`config.mk`:
```
export PLATFORM = sky130hd
export DESIGN_NAME = jtframe_kabuki_keyload
export DESIGN_NICKNAME = d
export VERILOG_FILES = /design/src/rtl/jtframe_kabuki_pkg.sv /design/src/rtl/jtframe_kabuki_keyload.sv
export SDC_FILE = /design/constraint.sdc
export NUM_CORES = 1
export LEC_CHECK = 0
export ABC_AREA = 1
export CAP_MARGIN = 20
export CORE_ASPECT_RATIO = 1.4
export CORE_MARGIN = 2
export CORE_UTILIZATION = 50
export CTS_CLUSTER_DIAMETER = 50
export DETAILED_ROUTE_END_ITERATION = 16
export PLACE_DENSITY = 0.83
export SLEW_MARGIN = 40
export SYNTH_ARGS = -nofsm -noshare
export SYNTH_HDL_FRONTEND = slang
export SYNTH_SLANG_ARGS = --single-unit
```
`constraint.sdc`:
```
create_clock -name clk -period 1.96 [get_ports clk]
set_clock_uncertainty 0.2 [all_clocks]
set_input_delay 0.196 -clock clk [delete_from_list [all_inputs] [get_ports clk]]
set_output_delay 0.196 -clock clk [all_outputs]
set_load 0.1 [all_outputs]
```
`src/rtl/jtframe_kabuki_pkg.sv`:
```
// Shared definitions for the Kabuki key loader: FSM state encoding and key length.
package jtframe_kabuki_pkg;

  localparam int unsigned KABUKI_KEY_LEN = 11;

  typedef enum logic [2:0] {
    ST_IDLE     = 3'd0,
    ST_LOAD     = 3'd1,
    ST_WAIT_END = 3'd2,
    ST_READY    = 3'd3,
    ST_PLAIN    = 3'd4
  } kab_state_t;

endpackage

```
`src/rtl/jtframe_kabuki_keyload.sv`:
```
// Captures the 11-byte Kabuki key from the ROM download stream, shifts it into the
// decoder in address order and decides whether the decoder is enabled afterwards.
module jtframe_kabuki_keyload
  import jtframe_kabuki_pkg::*;
#(
  parameter logic [24:0] KEY_ADDR = 25'h0,
  parameter int unsigned KEY_LEN  = KABUKI_KEY_LEN
) (
  input  logic        rst,
  input  logic        clk,
  input  logic        downloading,
  input  logic [24:0] ioctl_addr,
  input  logic [7:0]  ioctl_dout,
  input  logic        ioctl_wr,
  output logic [7:0]  prog_data,
  output logic        prog_we,
  output logic        kabuki_en,
  output logic        key_err,
  output logic        cpu_rst
);

  localparam logic [3:0]  LAST_IDX = 4'(KEY_LEN - 1);
  localparam logic [24:0] LEN_25   = 25'(KEY_LEN);

  logic        r_wr_d;
  logic        r_dl_d;
  logic        r_ev;
  logic        r_rise;
  logic        r_fall;
  logic [24:0] r_addr;
  logic [7:0]  r_data;
  kab_state_t  r_state;
  logic [3:0]  r_cnt;
  logic [7:0]  r_zacc;

  logic [24:0] w_off;
  logic        w_inrange;
  logic [3:0]  w_cnt;
  logic        w_match;
  logic        w_loading;

  // A restart seen together with a write makes that write the first byte of the new key.
  always_comb begin
    w_off     = r_addr - KEY_ADDR;
    w_inrange = w_off < LEN_25;
    w_cnt     = r_rise ? '0 : r_cnt;
    w_match   = w_off[3:0] == w_cnt;
    w_loading = r_rise || (r_state == ST_LOAD);
  end

  always_ff @(posedge clk) begin
    if (rst) begin
      r_wr_d    <= 1'b0;
      r_dl_d    <= 1'b0;
      r_ev      <= 1'b0;
      r_rise    <= 1'b0;
      r_fall    <= 1'b0;
      r_addr    <= '0;
      r_data    <= '0;
      r_state   <= ST_IDLE;
      r_cnt     <= '0;
      r_zacc    <= '0;
      prog_data <= '0;
      prog_we   <= 1'b0;
      kabuki_en <= 1'b0;
      key_err   <= 1'b0;
      cpu_rst   <= 1'b1;
    end else begin
      r_wr_d  <= ioctl_wr;
      r_dl_d  <= downloading;
      r_ev    <= ioctl_wr & ~r_wr_d & downloading;
      r_rise  <= downloading & ~r_dl_d;
      r_fall  <= ~downloading & r_dl_d;
      r_addr  <= ioctl_addr;
      r_data  <= ioctl_dout;
      prog_we <= 1'b0;

      if (r_rise) begin
        r_state   <= ST_LOAD;
        r_cnt     <= '0;
        r_zacc    <= '0;
        key_err   <= 1'b0;
        kabuki_en <= 1'b0;
        cpu_rst   <= 1'b1;
      end

      if (w_loading && r_ev && w_inrange) begin
        if (w_match) begin
          prog_data <= r_data;
          prog_we   <= 1'b1;
          r_cnt     <= w_cnt + 4'd1;
          r_zacc    <= (r_rise ? 8'h00 : r_zacc) | r_data;
          if (w_cnt == LAST_IDX) r_state <= ST_WAIT_END;
        end else begin
          key_err <= 1'b1;
        end
      end

      if (!r_rise && r_fall) begin
        case (r_state)
          ST_LOAD: begin
            r_state <= ST_PLAIN;
            key_err <= 1'b1;
            cpu_rst <= 1'b0;
          end
          ST_WAIT_END: begin
            if (r_zacc != '0 && !key_err) begin
              r_state   <= ST_READY;
              kabuki_en <= 1'b1;
            end else begin
              r_state <= ST_PLAIN;
            end
            cpu_rst <= 1'b0;
          end
          default: ;
        endcase
      end
    end
  end

endmodule

```
# Word-level counts from Yosys, hierarchy flattened
# Index checks and enable logic that the tools add are counted.
# totals
inputBits,37
reg_bits,65
output_inout_bits,12
word_cells,67
# classes
magnitude_cmp,1
reduce_logical,11
n_addsub,1
mux,26
bitwise,9
eq_ne,4
# ops
op,count
$lt A25 B4 Y1 const B,1
$mux W8,3
$mux W3,6
$mux W1,13
$mux W4,3
$or A8 B8 Y8,1
$reduce_bool A8 Y1,1
$pmux W3 S2,1
$add A4 B1 Y4 const B,1
$and A1 B1 Y1,4
$eq A4 B4 Y1,1
$eq A4 B4 Y1 const B,1
$logic_and A1 B1 Y1,4
$not A1 Y1,4
$reduce_or A2 Y1,2
$eq A3 B1 Y1 const B,1
$eq A3 B2 Y1 const B,1
$logic_not A1 Y1,2
$reduce_and A2 Y1,1
$logic_or A1 B1 Y1,1

# Longest topological paths before layout
# logic_depth
depth_word,7
ltp_mapped,12
mapped_depth_nobuf,12

# Least setup slack after synthesis
# Ideal clock, no wire load.
# synth_timing
kind,flip-flop to flip-flop
start,register key_err
end,register r_state[0]
arrival_ps,1287
setup_ps,132
path_buffers,0
required_ps,1628
synth_period_minus_slack_ps,1619
slack_ps,341
stages_incl_launch_ff,4
path_cell_list,dfxtp_1 nor2_1 nand4_1 a21oi_1
# synth_via
elab_chain_len,5
# synth_rtl
item,line,rtl
from (decl),jtframe_kabuki_keyload.sv:18,"output logic key_err,"
from (signal assigned),jtframe_kabuki_keyload.sv:66,key_err <= 1'b0;
from (signal assigned),jtframe_kabuki_keyload.sv:82,key_err <= 1'b0;
from (signal assigned),jtframe_kabuki_keyload.sv:95,key_err <= 1'b1;
$logic_not A1 Y1,jtframe_kabuki_keyload.sv:107,if (r_zacc != '0 && !key_err) begin
$logic_and A1 B1 Y1,jtframe_kabuki_keyload.sv:107,
$mux W3,jtframe_kabuki_keyload.sv:107,
$pmux W3 S2,jtframe_kabuki_keyload.sv:100,case (r_state)
$mux W3,jtframe_kabuki_keyload.sv:99,if (!r_rise && r_fall) begin
to (signal assigned),jtframe_kabuki_keyload.sv:102,r_state <= ST_PLAIN;
to (signal assigned),jtframe_kabuki_keyload.sv:108,r_state <= ST_READY;
to (signal assigned),jtframe_kabuki_keyload.sv:111,r_state <= ST_PLAIN;
to (decl),jtframe_kabuki_keyload.sv:32,kab_state_t r_state;
# Every way passes these cells.
# A chain may end at the register's enable or synchronous reset.

# Worst setup path in the final report
# layout_timing
start,register r_addr[24]
end,register r_zacc[7]
# layout_via
elab_chain_len,3
# layout_rtl
item,line,rtl
from (decl),jtframe_kabuki_keyload.sv:30,logic [24:0] r_addr;
from (signal assigned),jtframe_kabuki_keyload.sv:74,r_addr <= ioctl_addr;
$lt A25 B4 Y1,jtframe_kabuki_keyload.sv:45,w_inrange = w_off < LEN_25;
$logic_and A1 B1 Y1,jtframe_kabuki_keyload.sv:87,if (w_loading && r_ev && w_inrange) begin
$mux W8,jtframe_kabuki_keyload.sv:87,
to (signal assigned),jtframe_kabuki_keyload.sv:92,r_zacc <= (r_rise ? 8'h00 : r_zacc) | r_data;
to (decl),jtframe_kabuki_keyload.sv:34,logic [7:0] r_zacc;
# Every way passes these cells.

==> results.md <==
- Crit path required time: 2.01 ns
- Setup TNS: 0 ns
- Core area: roughly 0.0045 mm²
- DR WL met3: 174 µm
- Number of buffers created by CTS: 9
- Total track usage: roughly 18%
- P_leak: around 1.4 nW
- Pins Over Slew Limit: 0
- EDFF count, synth: 0
- Synth Cell Area: between 0.002 and 0.0025 mm²
- Post-layout instance area: roughly 0.003 mm²
- Avg Cell Area, Syn: 7.698 µm²
- Final WL: between 4 and 5 mm
- Status: finished, final reports clean
- Crit-path max FO: 14
- CTS tree: yes
- Hold-fix buffers, CTS: 0
- Post-DP HPWL: just over 3 mm
- Synth Warn #: 0
- Simple-gate share of the synthesized area: ~26%
- Synth Area in XOR/XNOR: 0%
- Area Overhead vs Synth: 29.16%
- Critical Path End Type: flop
- Final hold slack: a little under 0.04 ns
- Top Ports: 49
- Sequential share of the synthesized area: between 50% and 60%
- Peak Freq: 554.6 MHz
- Initial antenna violation count: 0
- Worst path arrival time: approximately 1.9 ns
- DRT met1 WL: 1.666 mm
- Fin nets: 392
- Clk sinks: 65
- DR vias: approximately 1900
- PwrDens: about 860 mW/mm²
- ANT cells: 0
- DR vias/cell: 4.532
- Final core occ: around two thirds
- Post-Synth Adder-Cell Area: roughly 1.1%
- Kind of critical path: reg -> reg
- Die H: 84.55 µm
- Leading area contributor after synthesis: dfxtp_1
- CP peak stage delay: about 0.29 ns
- Clk root buf: clkbuf_8
- Critical Path, Cell by Cell: or2_2 > nor2_1 > nand3_1 > nor2_2 > nand2_4 > inv_6 > nand2_1 > a21oi_1
- Number of port buffers: 48
- RSZ-0062 raised after global routing: false
- Max-cap check violation count: 0
- Post-layout min period: approximately 1.8 ns
- Metal2 WL: 2.187 mm
- Area share of the largest cell type after synthesis: a little under three fifths
- First DRT Iteration DRCs: 74
- Clk pin slew, worst setup/hold paths: ~0.060 ns
- Top cells by count, synth: dfxtp_1, nand2_1, nor2_1
- Top sig layer: met4
- DIE AREA: ~0.0052 mm²
- R2r setup slk: 0.16 ns
- CP Launch Type: flop
- Most common cell in the netlist: dfxtp_1
- H-tree lvl count: 3
- Largest net degree at the start of global routing: 25
- Final hold violation count: 0
- HP Class: in -> reg
- Routed Antenna Nets: 0
- Number of global-route vias before repair: about 1800
- Worst-margin pin slew: 0.4199 ns
- Wire per inst: 9.876 µm
- DRC errors left: 0
- Slew headroom: a little under three quarters
- Top_reg_cell synth: dfxtp_1
- Gr ovfl total: 0
- Row count: 29
- Ys async rst share: 0%
- Layout cells sized above 1: 11.48%
- Mapped Nets: 340
- RePlAce Congestion: between 0.8 and 0.9
- Post-Syn Instances: ~300
- Clock Latency Late Sink: about 0.33 ns
- VDD IR max: 494.0 µV
- Clock Path Buffers: 2
- Mux cell area share after synthesis: 0%
- DR pass1 iterations: 7
- Cell Area, Placed: about 0.0028 mm²
- Crit-path slowest cell: dfxtp_1
- Final Setup Violations: 0
- First-pass GRT wire length: 6.927 mm
- Die W: between 60 and 70 µm
- Synth unique cells: 22
- Initial core utilization: about half
- Crit share post-route: between 90% and 100%
- Synthesized flop and latch total: 65
- Synth top area cells: dfxtp_1, nand2_1, nor2_1, inv_1, a21oi_1
- Main combinational cell family by area after synthesis: simple AND/OR/NAND/NOR gates
- Compound-Gate Fraction of Synth Area: under 10%
==> cell type report <==
type | count | area (µm²)
clock inverter | 4 | 45.04
clock buffer | 11 | 131.4
sequential | 65 | 1303
multi-input combinational | 174 | 765.7
inverter | 52 | 202.7
fill | 410 | 1506
tap | 62 | 77.57
timing repair buffer | 51 | 467.9
==> stage by stage <==
step           std cells  power (W)  setup WS (ns)
5_1_grt              419   0.002687       0.005764
3_5_place_dp         404   0.001584         0.1279
6_report             419   0.002575         0.1567
3_3_place_gp         404   0.001579         0.1805
2_1_floorplan        301   0.001494         0.3408
4_1_cts              419   0.002606         0.1064
==> sequential cells by signal, indices dropped and copies added (netlist names) <==
| register | cells |
|---|---|
| r_rise | 1 |
| key_err | 1 |
| kabuki_en | 1 |
| r_fall | 1 |
| r_cnt | 4 |
| r_data | 8 |
| r_zacc | 8 |
| prog_we | 1 |
| r_dl_d | 1 |
| r_addr | 25 |
| r_wr_d | 1 |
| r_state | 3 |
| prog_data | 8 |
| cpu_rst | 1 |
| r_ev | 1 |
==> critical path: cells and delay by family (launching register included) <==
family	cells	cell delay, ns
buf+inv	1	0.13
simple gates	6	0.95
flops	1	0.29
compound gates	1	0.15
==> cell families after synthesis <==
logic type,count (synthesis)
buffers and inverters,62
and+or+nand+nor,144
adders and majority gates,2
AOI/OAI and AO/OA,28
DFF,65
==> timing repair <==
| action | CTS | global route |
|---|---|---|
| gates resized for setup | 0 | 3 |
| setup buffers | 0 | 0 |
| setup endpoints to repair | 0 | 19 |
==> power by group <==
group / switching (W) / total (W) / internal, W
registers: 0.0000154 / 0.00138 / 0.00136
logic: 0.0000777 / 0.000174 / 0.0000960
clock network: 0.000448 / 0.00102 / 0.000574
==> per-layer routing <==
metal / global-route usage (%) / up-vias
li1: - / 1005
met1: 19.47 / 830
met2: 29.47 / 54
met3: 4.314 / 10
met4: 13.15 / 0
met5: 0 / -
==> placed cells by master (no fill, tap or decap), types with 2 or more instances in the layout <==
cell type        netlist  final
a21oi_1               25     25
nor2_2                 2      2
ha_1                   2      2
nor3_2                 2      2
nand2_1               62     62
clkbuf_8               0      9
nand3_1                5      5
inv_1                 50     50
nor4_1                 3      3
nand2_2                2      2
nand4_1                2      2
clkbuf_1               8      2
nor2_1                62     62
dfxtp_1               65     64
buf_4                  0     15
clkdlybuf4s50_1        0     35
o21ai_0                2      2
clkinv_2               0      3
==> worst paths after layout <==
kind	startpoint	cells past startpoint	end
max	r_addr[24]$_SDFF_PP0_	8	r_zacc[7]$_SDFF_PP0_
min	rst	2	r_addr[23]$_SDFF_PP0_
max reg2reg	r_addr[24]$_SDFF_PP0_	8	r_zacc[7]$_SDFF_PP0_
min reg2reg	r_wr_d$_SDFF_PP0_	1	r_ev$_SDFF_PP0_
Note: power is estimated with default switching activity, not from simulation.
